[src/rtl/alu_pkg.sv]
// alu_pkg: opcodes, flag bit positions and FSM states shared by alu_pipe.
// mk_flags packs {V,C,N,Z} using the FLAG_* indices.
package alu_pkg;

    localparam logic [3:0] OP_ADD = 4'd0;
    localparam logic [3:0] OP_SUB = 4'd1;
    localparam logic [3:0] OP_AND = 4'd2;
    localparam logic [3:0] OP_OR  = 4'd3;
    localparam logic [3:0] OP_XOR = 4'd4;
    localparam logic [3:0] OP_NOT = 4'd5;
    localparam logic [3:0] OP_SLA = 4'd6;
    localparam logic [3:0] OP_SRA = 4'd7;
    localparam logic [3:0] OP_SRL = 4'd8;
    localparam logic [3:0] OP_MUL = 4'd9;

    localparam int FLAG_Z = 0;
    localparam int FLAG_N = 1;
    localparam int FLAG_C = 2;
    localparam int FLAG_V = 3;

    typedef enum logic [1:0] {
        ST_IDLE = 2'd0,
        ST_BUSY = 2'd1,
        ST_DONE = 2'd2
    } state_t;

    function automatic logic [3:0] mk_flags(
        input logic v,
        input logic c,
        input logic n,
        input logic z
    );
        logic [3:0] f;
        f         = '0;
        f[FLAG_V] = v;
        f[FLAG_C] = c;
        f[FLAG_N] = n;
        f[FLAG_Z] = z;
        return f;
    endfunction

endpackage

[src/rtl/shift_add_mul.sv]
// shift_add_mul: iterative unsigned multiplier, one partial product per cycle.
// Ports: clk, rst (sync high), start, a, b -> done (final-iteration strobe), product.
module shift_add_mul #(
    parameter int WIDTH = 32
) (
    input  logic               clk,
    input  logic               rst,
    input  logic               start,
    input  logic [WIDTH-1:0]   a,
    input  logic [WIDTH-1:0]   b,
    output logic               done,
    output logic [2*WIDTH-1:0] product
);

    localparam int CW = $clog2(WIDTH);

    logic               busy;
    logic [CW-1:0]      cnt;
    logic [2*WIDTH-1:0] acc;
    logic [2*WIDTH-1:0] mcand;
    logic [WIDTH-1:0]   mplier;
    logic [2*WIDTH-1:0] addend;

    // product is the value acc takes at the coming edge, so on the
    // last iteration it already holds the complete result.
    assign addend  = mplier[0] ? mcand : '0;
    assign product = acc + addend;
    assign done    = busy && (cnt == CW'(WIDTH - 1));

    always_ff @(posedge clk) begin
        if (rst) begin
            busy   <= 1'b0;
            cnt    <= '0;
            acc    <= '0;
            mcand  <= '0;
            mplier <= '0;
        end else if (start) begin
            busy   <= 1'b1;
            cnt    <= '0;
            acc    <= '0;
            mcand  <= {{WIDTH{1'b0}}, a};
            mplier <= b;
        end else if (busy) begin
            acc    <= product;
            mcand  <= mcand << 1;
            mplier <= mplier >> 1;
            cnt    <= cnt + CW'(1);
            if (done) busy <= 1'b0;
        end
    end

endmodule

[src/rtl/alu_pipe.sv]
// alu_pipe: handshaked ALU with registered result, {V,C,N,Z} flags, err and tag.
// Ports: in_valid/in_ready/op/in1/in2/in_tag in, out_valid/out_ready/out/flags/err/out_tag out.
// Define ALU_MUL_EN to add the multi-cycle MUL opcode (shift_add_mul).
module alu_pipe
    import alu_pkg::*;
#(
    parameter int WIDTH = 32,
    parameter int TAG_W = 4
) (
    input  logic             clk,
    input  logic             rst,
    input  logic             in_valid,
    output logic             in_ready,
    input  logic [3:0]       op,
    input  logic [WIDTH-1:0] in1,
    input  logic [WIDTH-1:0] in2,
    input  logic [TAG_W-1:0] in_tag,
    output logic             out_valid,
    input  logic             out_ready,
    output logic [WIDTH-1:0] out,
    output logic [3:0]       flags,
    output logic             err,
    output logic [TAG_W-1:0] out_tag
);

    localparam int SH_W = $clog2(WIDTH);

    state_t state;
    state_t state_nx;

    logic             accept;
    logic             is_mul;
    logic             ld_alu;
    logic             mul_done;
    logic [WIDTH-1:0] mul_lo;
    logic             mul_hi_nz;
    logic [TAG_W-1:0] mul_tag;

    logic [WIDTH-1:0] res;
    logic             res_c;
    logic             res_v;
    logic             res_e;
    logic [WIDTH:0]   sum;
    logic [WIDTH:0]   dif;
    logic [WIDTH:0]   shl;
    logic [WIDTH:0]   shr;
    logic [WIDTH:0]   sha;
    logic [SH_W-1:0]  sh;
    logic             big;

`ifdef ALU_MUL_EN
    assign is_mul = (op == OP_MUL);
`else
    assign is_mul = 1'b0;
`endif

    assign accept = in_valid && in_ready;
    assign ld_alu = accept && !is_mul;

    always_ff @(posedge clk) begin
        if (rst) state <= ST_IDLE;
        else     state <= state_nx;
    end

    always_comb begin
        state_nx = state;
`ifdef ALU_MUL_EN
        unique case (state)
            ST_IDLE: if (accept && is_mul) state_nx = ST_BUSY;
            ST_BUSY: if (mul_done)         state_nx = ST_DONE;
            ST_DONE: if (out_ready)        state_nx = ST_IDLE;
            default:                       state_nx = ST_IDLE;
        endcase
`else
        state_nx = ST_IDLE;
`endif
    end

    always_comb begin
        in_ready = 1'b0;
        if (!rst && state == ST_IDLE)
            in_ready = !out_valid || out_ready;
    end

`ifdef ALU_MUL_EN
    logic               mul_start;
    logic [2*WIDTH-1:0] mul_prod;

    assign mul_start = accept && is_mul;

    shift_add_mul #(.WIDTH(WIDTH)) u_mul (
        .clk     (clk),
        .rst     (rst),
        .start   (mul_start),
        .a       (in1),
        .b       (in2),
        .done    (mul_done),
        .product (mul_prod)
    );

    assign mul_lo    = mul_prod[WIDTH-1:0];
    assign mul_hi_nz = |mul_prod[2*WIDTH-1:WIDTH];

    always_ff @(posedge clk) begin
        if (rst)            mul_tag <= '0;
        else if (mul_start) mul_tag <= in_tag;
    end
`else
    assign mul_done  = 1'b0;
    assign mul_lo    = '0;
    assign mul_hi_nz = 1'b0;
    assign mul_tag   = '0;
`endif

    // Extra bit on each shift catches the last bit shifted out.
    assign sh  = in2[SH_W-1:0];
    assign big = |in2[WIDTH-1:SH_W];
    assign sum = {1'b0, in1} + {1'b0, in2};
    assign dif = {1'b0, in1} - {1'b0, in2};
    assign shl = {1'b0, in1} << sh;
    assign shr = {in1, 1'b0} >> sh;
    assign sha = $signed({in1, 1'b0}) >>> sh;

    always_comb begin
        res   = '0;
        res_c = 1'b0;
        res_v = 1'b0;
        res_e = 1'b0;
        unique case (op)
            OP_ADD: begin
                res   = sum[WIDTH-1:0];
                res_c = sum[WIDTH];
                res_v = (in1[WIDTH-1] == in2[WIDTH-1]) &&
                        (sum[WIDTH-1] != in1[WIDTH-1]);
            end
            OP_SUB: begin
                res   = dif[WIDTH-1:0];
                res_c = dif[WIDTH];
                res_v = (in1[WIDTH-1] != in2[WIDTH-1]) &&
                        (dif[WIDTH-1] != in1[WIDTH-1]);
            end
            OP_AND: res = in1 & in2;
            OP_OR:  res = in1 | in2;
            OP_XOR: res = in1 ^ in2;
            OP_NOT: res = ~in1;
            OP_SLA: begin
                if (!big) begin
                    res   = shl[WIDTH-1:0];
                    res_c = shl[WIDTH];
                end
            end
            OP_SRA: begin
                if (big) begin
                    res = {WIDTH{in1[WIDTH-1]}};
                end else begin
                    res   = sha[WIDTH:1];
                    res_c = sha[0];
                end
            end
            OP_SRL: begin
                if (!big) begin
                    res   = shr[WIDTH:1];
                    res_c = shr[0];
                end
            end
            default: res_e = 1'b1;
        endcase
    end

    always_ff @(posedge clk) begin
        if (rst) begin
            out_valid <= 1'b0;
            out       <= '0;
            flags     <= '0;
            err       <= 1'b0;
            out_tag   <= '0;
        end else if (ld_alu) begin
            out_valid <= 1'b1;
            out       <= res;
            flags     <= mk_flags(res_v, res_c, res[WIDTH-1], res == '0);
            err       <= res_e;
            out_tag   <= in_tag;
        end else if (mul_done) begin
            out_valid <= 1'b1;
            out       <= mul_lo;
            flags     <= mk_flags(1'b0, mul_hi_nz, mul_lo[WIDTH-1],
                                  mul_lo == '0);
            err       <= 1'b0;
            out_tag   <= mul_tag;
        end else if (out_valid && out_ready) begin
            out_valid <= 1'b0;
        end
    end

endmodule

[config.mk]
export PLATFORM = sky130hd
export DESIGN_NAME = alu_pipe
export DESIGN_NICKNAME = d
export VERILOG_FILES = /design/src/rtl/alu_pkg.sv /design/src/rtl/shift_add_mul.sv /design/src/rtl/alu_pipe.sv
export SDC_FILE = /design/constraint.sdc
export NUM_CORES = 1
export LEC_CHECK = 0
export ABC_CLOCK_PERIOD_IN_PS = 5250
export CORE_ASPECT_RATIO = 0.9
export CORE_MARGIN = 4
export CORE_UTILIZATION = 35
export CTS_BUF_LIST = sky130_fd_sc_hd__clkbuf_8
export DETAILED_ROUTE_END_ITERATION = 12
export PLACE_DENSITY_LB_ADDON = 0.3
export SLEW_MARGIN = 20
export SYNTH_ARGS = -nofsm -noshare
export SYNTH_HDL_FRONTEND = slang
export SYNTH_SLANG_ARGS = --single-unit
[constraint.sdc]
create_clock -name clk -period 5.25 [get_ports clk]
set_input_delay 1.575 -clock clk [delete_from_list [all_inputs] [get_ports clk]]
set_output_delay 1.575 -clock clk [all_outputs]
set_load 0.005 [all_outputs]
Word level (Yosys, flattened, before mapping)
Index checks and enable logic that the tools add are counted.
{"block": "totals", "register_bits": 42, "input_bits": 76, "output_inout_bits": 43, "wordCells": 50}
{"block": "classes", "add_sub_neg": 2, "eq_ne": 12, "n_shift": 3, "mux": 13, "bitwise": 4, "reduce_logical": 11}
{"cell": "32-bit one-hot mux with 9 select lines", "n": 1}
{"cell": "32-bit two-way mux", "n": 3}
{"cell": "32-bit by 32-bit adder with 33-bit output", "n": 1}
{"cell": "32-bit by 5-bit << shifter with 33-bit output", "n": 1}
{"cell": "33-bit by 5-bit right shift with 33-bit output", "n": 1}
{"cell": "33-bit by 5-bit >>> shifter with 33-bit output", "n": 1}
{"cell": "32-bit by 32-bit subtractor with 33-bit output", "n": 1}
{"cell": "32-bit bitwise AND", "n": 1}
{"cell": "32-bit logical NOT", "n": 1}
{"cell": "32-bit inverter", "n": 1}
{"cell": "32-bit OR", "n": 1}
{"cell": "32-bit bitwise XOR", "n": 1}
{"cell": "27-bit OR reduction", "n": 1}
{"cell": "4-bit by 3-bit == test with 1-bit output (second input constant)", "n": 4}
{"cell": "9-bit OR reduction", "n": 1}
{"cell": "4-bit by 2-bit == test with 1-bit output (second input constant)", "n": 2}
{"cell": "1-bit two-way mux", "n": 7}
{"cell": "1-bit one-hot mux with 5 select lines", "n": 1}
{"cell": "4-bit by 1-bit == test with 1-bit output (second input constant)", "n": 1}
{"cell": "4-bit == test (second input constant)", "n": 1}
{"cell": "1-bit logical AND", "n": 4}
{"cell": "4-bit logical NOT", "n": 1}
{"cell": "1-bit != test", "n": 3}
{"cell": "1-bit one-hot mux with 2 select lines", "n": 1}
{"cell": "other kinds (4)", "n": 4}

Depth between registers and ports, before layout
Gate-level depths: netlist of the first run.
{"block": "depth", "depth_word": 5, "mapped_depth": 19, "depth_no_buf": 15}

Worst setup path after synthesis of the first run
No wires, ideal clock.
{"block": "synth_timing", "path_kind": "input to register", "from": "in in2[3]", "to": "reg flags[0]", "setup_time_ps": 69, "arrival_ps": 5381, "required_ps": 5181, "setup_slack_ps": -200, "path_stages": 19, "n_path_buf": 6, "cell_sequence": "buf_2 -> inv_1 -> buf_2 -> buf_2 -> buf_2 -> buf_2 -> ha_1 -> buf_2 -> inv_1 -> nor4_2 -> a2111oi_2 -> nor2_1 -> a311oi_1 -> o41ai_1 -> a2111oi_0 -> a32oi_1 -> and4b_1 -> o2111ai_1 -> o21ai_1"}
{"block": "synth_between", "elab_chain_cells": 4, "elab_cells_between_ends": 13, "cone_classes": "2 x add/sub; 3 x shift; 4 x mux; 3 x bitwise; 1 x reduce/logical"}
{"element": "start, declared", "line": "alu_pipe.sv:16", "rtl": "input logic [WIDTH-1:0] in2,"}
{"element": "parallel branches: the longest is 2 deep, another holds 32-bit by 32-bit subtractor with 33-bit output"}
{"element": "32-bit one-hot mux with 9 select lines *", "line": "alu_pipe.sv:129", "rtl": "unique case (op)"}
{"element": "32-bit logical NOT *", "line": "alu_pipe.sv:180", "rtl": "flags <= mk_flags(res_v, res_c, res[WIDTH-1], res == '0);"}
{"element": "end signal, assigned", "line": "alu_pipe.sv:180"}
{"element": "end signal, assigned", "line": "alu_pipe.sv:186", "rtl": "flags <= mk_flags(1'b0, mul_hi_nz, mul_lo[WIDTH-1],"}
{"element": "end, declared", "line": "alu_pipe.sv:21", "rtl": "output logic [3:0] flags,"}
Every way passes the cells marked *.
A chain may end at the register's enable or synchronous reset.

Worst setup path after layout of the first run
{"block": "layout_timing", "from": "in in1[3]", "to": "reg flags[0]"}
{"block": "layout_between", "elab_chain_cells": 4, "elab_cells_between_ends": 14, "cone_classes": "2 x add/sub; 3 x shift; 4 x mux; 4 x bitwise; 1 x reduce/logical"}
{"element": "start, declared", "line": "alu_pipe.sv:15", "rtl": "input logic [WIDTH-1:0] in1,"}
{"element": "parallel branches: the longest is 2 deep, another holds 32-bit by 32-bit subtractor with 33-bit output"}
{"element": "32-bit one-hot mux with 9 select lines *", "line": "alu_pipe.sv:129"}
{"element": "32-bit logical NOT *", "line": "alu_pipe.sv:180"}
Marks and branches as above.

==> results of run 1 <==
[sequential cells by signal (all words and copies together) (netlist names)]
register and flops:
out 31, out_valid 1, out_tag 4, flags 4, err 1
[cells by family after synthesis]
group | Yosys count | synth area share [%]
flops | 41 | 7.12
xor+xnor | 12 | 0.912
buf+inv | 246 | 9.20
mux | 140 | 19.3
fa+ha+maj | 99 | 10.9
simple gates | 487 | 20.6
compound gates | 532 | 32.0
[worst max-delay path: cells and delay by family]
kind / cells / cell delay [ns]
compound gates: 7 / 1.59
fa+ha+maj: 1 / 0.35
buf+inv: 5 / 1.06
simple gates: 3 / 0.74
[timing repair]
| action | 4_1_cts | 5_1_grt |
|---|---|---|
| setup endpoints to repair | 2 | 7 |
| resized for setup | 1 | 28 |
| pin swaps | 0 | 1 |
| hold endpoints to repair | 0 | 0 |
[worst min path at each step]
stage | cells after the start | startpoint | end | slack, ns
3_3_place_gp | 2 | flags[3] | flags[3] | 0.44
6_report | 2 | out_tag[3] | out_tag[3] | 0.46
5_1_grt | 2 | out_tag[3] | out_tag[3] | 0.48
2_1_floorplan | 2 | err | err | 0.44
4_1_cts | 2 | out_tag[3] | out_tag[3] | 0.46
3_5_place_dp | 2 | out_tag[3] | out_tag[3] | 0.45
[final cells by class]
| class | count | area [um^2] | area share [%] |
|---|---|---|---|
| clock buffers | 5 | 68.8 | 0.426 |
| clock inverters | 3 | 13.8 | 0.0852 |
| inverters | 102 | 383 | 2.37 |
| multi-input cells | 1270 | 9850 | 61.0 |
| flip-flops and latches | 41 | 821 | 5.08 |
| well taps | 416 | 520 | 3.22 |
| repair buffers | 534 | 4500 | 27.9 |
[layer usage]
layer	up-vias	wire (um)	global-route usage (%)	part of all wire, %
li1	6722	-	-	-
met1	7019	26600	46.1	44
met2	738	26600	50.3	44
met3	94	5300	6.75	8.8
met4	4	1790	7.90	3.0
met5	-	27	0	0.045
[cell usage in the layout (no fill, tap or decap), types with 11 or more instances in the layout]
| cell | instances |
|---|---|
| a211o_1 | 12 |
| o31ai_1 | 11 |
| nand3_1 | 56 |
| nand2_1 | 142 |
| nor2b_1 | 16 |
| a211oi_1 | 23 |
| mux2_2 | 29 |
| o22ai_1 | 26 |
| a21o_1 | 18 |
| clkdlybuf4s50_1 | 114 |
| buf_12 | 17 |
| inv_1 | 97 |
| ha_1 | 97 |
| dfxtp_1 | 41 |
| nor2_1 | 134 |
| o21ai_0 | 89 |
| a31oi_1 | 23 |
| a2111oi_0 | 11 |
| mux4_2 | 48 |
| buf_4 | 400 |
| mux2i_1 | 45 |
| a21oi_1 | 116 |
| o211ai_1 | 24 |
| nand4_1 | 14 |
| nor4_1 | 14 |
| nor3_1 | 20 |
| a221oi_1 | 23 |
| or3_1 | 12 |
| and3_1 | 12 |
| xnor2_1 | 11 |
[power groups by stage]
stage / combinational [mW] / sequential, mW / clock (mW)
after floorplan: 0.772 / 0.357 / 0
after global placement: 1.53 / 0.356 / 0
after detailed placement: 1.53 / 0.356 / 0
after CTS: 1.54 / 0.350 / 0.216
after global routing: 1.70 / 0.353 / 0.233
final: 1.59 / 0.349 / 0.205
==> results.cfg, run 1 <==
[floorplan]
die_width_um = 199
start_util_pct = 35.8
die_area_um2 = 35900
io_pins = 119
die_h_um = 180
coreArea_um2 = 32200
num_rows = 62

[global_routing]
grt_pass1_vias = 14203
grt_usage_pct = 32.4
grt_pass1_wl_um = 90100
overflow = 0
antenna_found_initial = 2
grt_max_degree = 54

[worst_setup_path]
critical_path_class = in -> reg
crit_path_end_kind = flop
cp_slowest_cell = clkdlybuf4s50_1
r2r_start = out_valid
required_ns = 5.49
critPathLaunchType = input pin
path_cells = clkdlybuf4s50_1 -> inv_1 -> ha_1 -> inv_1 -> o31ai_1 -> a211oi_2 -> buf_4 -> or3_1 -> a21oi_1 -> nor3_1 -> o211ai_1 -> a21boi_0 -> buf_4 -> and4b_1 -> o2111ai_1 -> o21ai_1
rr_endpoint = flags[0]
reg2reg_depth = 10
worst-path-max-fanout = 4
r2r_setup_slack_ns = 2.67
crit_start = in1[3]
critPathMaxStageDelay_ns = 0.52
cp_data_arrival_time_ns = 5.33
crit_end = flags[0]

[timing]
worst_slew_pin_slew_ns = 1.06
fmax_ghz = 0.196
relSlewSlack_pct = 28.1
holdWs_ns = 0.457
finalMaxSlewViolations = 0
min_period_ns = 5.09
finalSetupViolations = 0
setup_tns_ns = 0
fin_crit_sh_pct = 97.0
fin_worst_skew_ns = 0.00850
hold_viol_final = 0
worst_slack_ns = 0.159

[place]
dpl_cell_area_um2 = 15900
dp.cells = 2363
gp_congestion = 1.04
port_buffers = 118
dp_worst_setup_slack_ns = -0.351
dp_hpwl_um = 49600

[clocking]
post-cts-setup-buffer-count = 0
clock_tree.root_cell = clkbuf_8
htreeDepth = 2
numCtsBuffers = 5
clock_sinks = 41
cts_tree = yes
hold_buffers = 0
path_clk_slew_ns = 0.07
clk_latency_ns = 0.31
cts_buffer_depth = 2

[pwr]
switching_power_mw = 0.978
finalPower_mw = 2.15
internal_power_mw = 1.17
pwr-share-seq_pct = 16.3
max-vdd-ir-drop_mv = 0.0744
p_leak_nw = 7.05
swShare_pct = 45.5
powerDensity_nw_per_um2 = 133
combPwrFrac_pct = 74.2
clkPwrFrac_pct = 9.5

[layout]
fin_area_um2 = 16200
synthToLayoutAreaGrowth_pct = 40.2
layout.cells.non_filler = 2371
post-route-util_pct = 50.2
n_antenna_cell = 0
nFillCells = 3203
nets = 2129
drive_above_1_share_pct = 29.6

[synthesis]
postSynthCellCount = 1557
synth_ff_type = dfxtp_1
synth-seq-cells = 41
yosysTopAreaCell = ha_1
synth_nets = 1732
mappedNetlistArea_um2 = 11500
synthArstFlopShare_pct = 0
synth_commonest_cells = nand2_1 (143), nor2_1 (134), a21oi_1 (119)
avgSynthCellArea_um2 = 7.40
synth-edff-count = 0
synth_warnings = 0
post_synth_num_cell_types = 100
yosysMostFrequentCell = nand2_1
synth_area_leaders = ha_1 (11%), mux4_2 (9.4%), dfxtp_1 (7.1%), a21oi_1 (5.2%), nand2_1 (4.7%)
synth_top_cell_area_share_pct = 10.5
ys_seq_area_share_pct = 7.12

[drt]
avgRoutedWirePerCell_um = 25.5
num_vias = 14577
drc = 0
routed_wl_um = 60400
viasPerCell = 6.15
first_pass_iters = 7
final_antenna_net_count = 0
first_iter_violations = 1723

[min_path]
worstHoldPathType = reg -> reg

[run_status]
status = finished, final reports clean

[run]
drv_cap = 0
(Power assumes the default switching activity.)
==> inputs of run 2 (changes only) <==
--- a/config.mk
+++ b/config.mk
@@ -11,6 +11,7 @@
 export CORE_UTILIZATION = 35
 export CTS_BUF_LIST = sky130_fd_sc_hd__clkbuf_8
 export DETAILED_ROUTE_END_ITERATION = 12
+export GPL_TIMING_DRIVEN = 1
 export PLACE_DENSITY_LB_ADDON = 0.3
 export SLEW_MARGIN = 20
 export SYNTH_ARGS = -nofsm -noshare
==> results of run 2 <==
Final layout, timing and power as in run 1 (identical DEF).
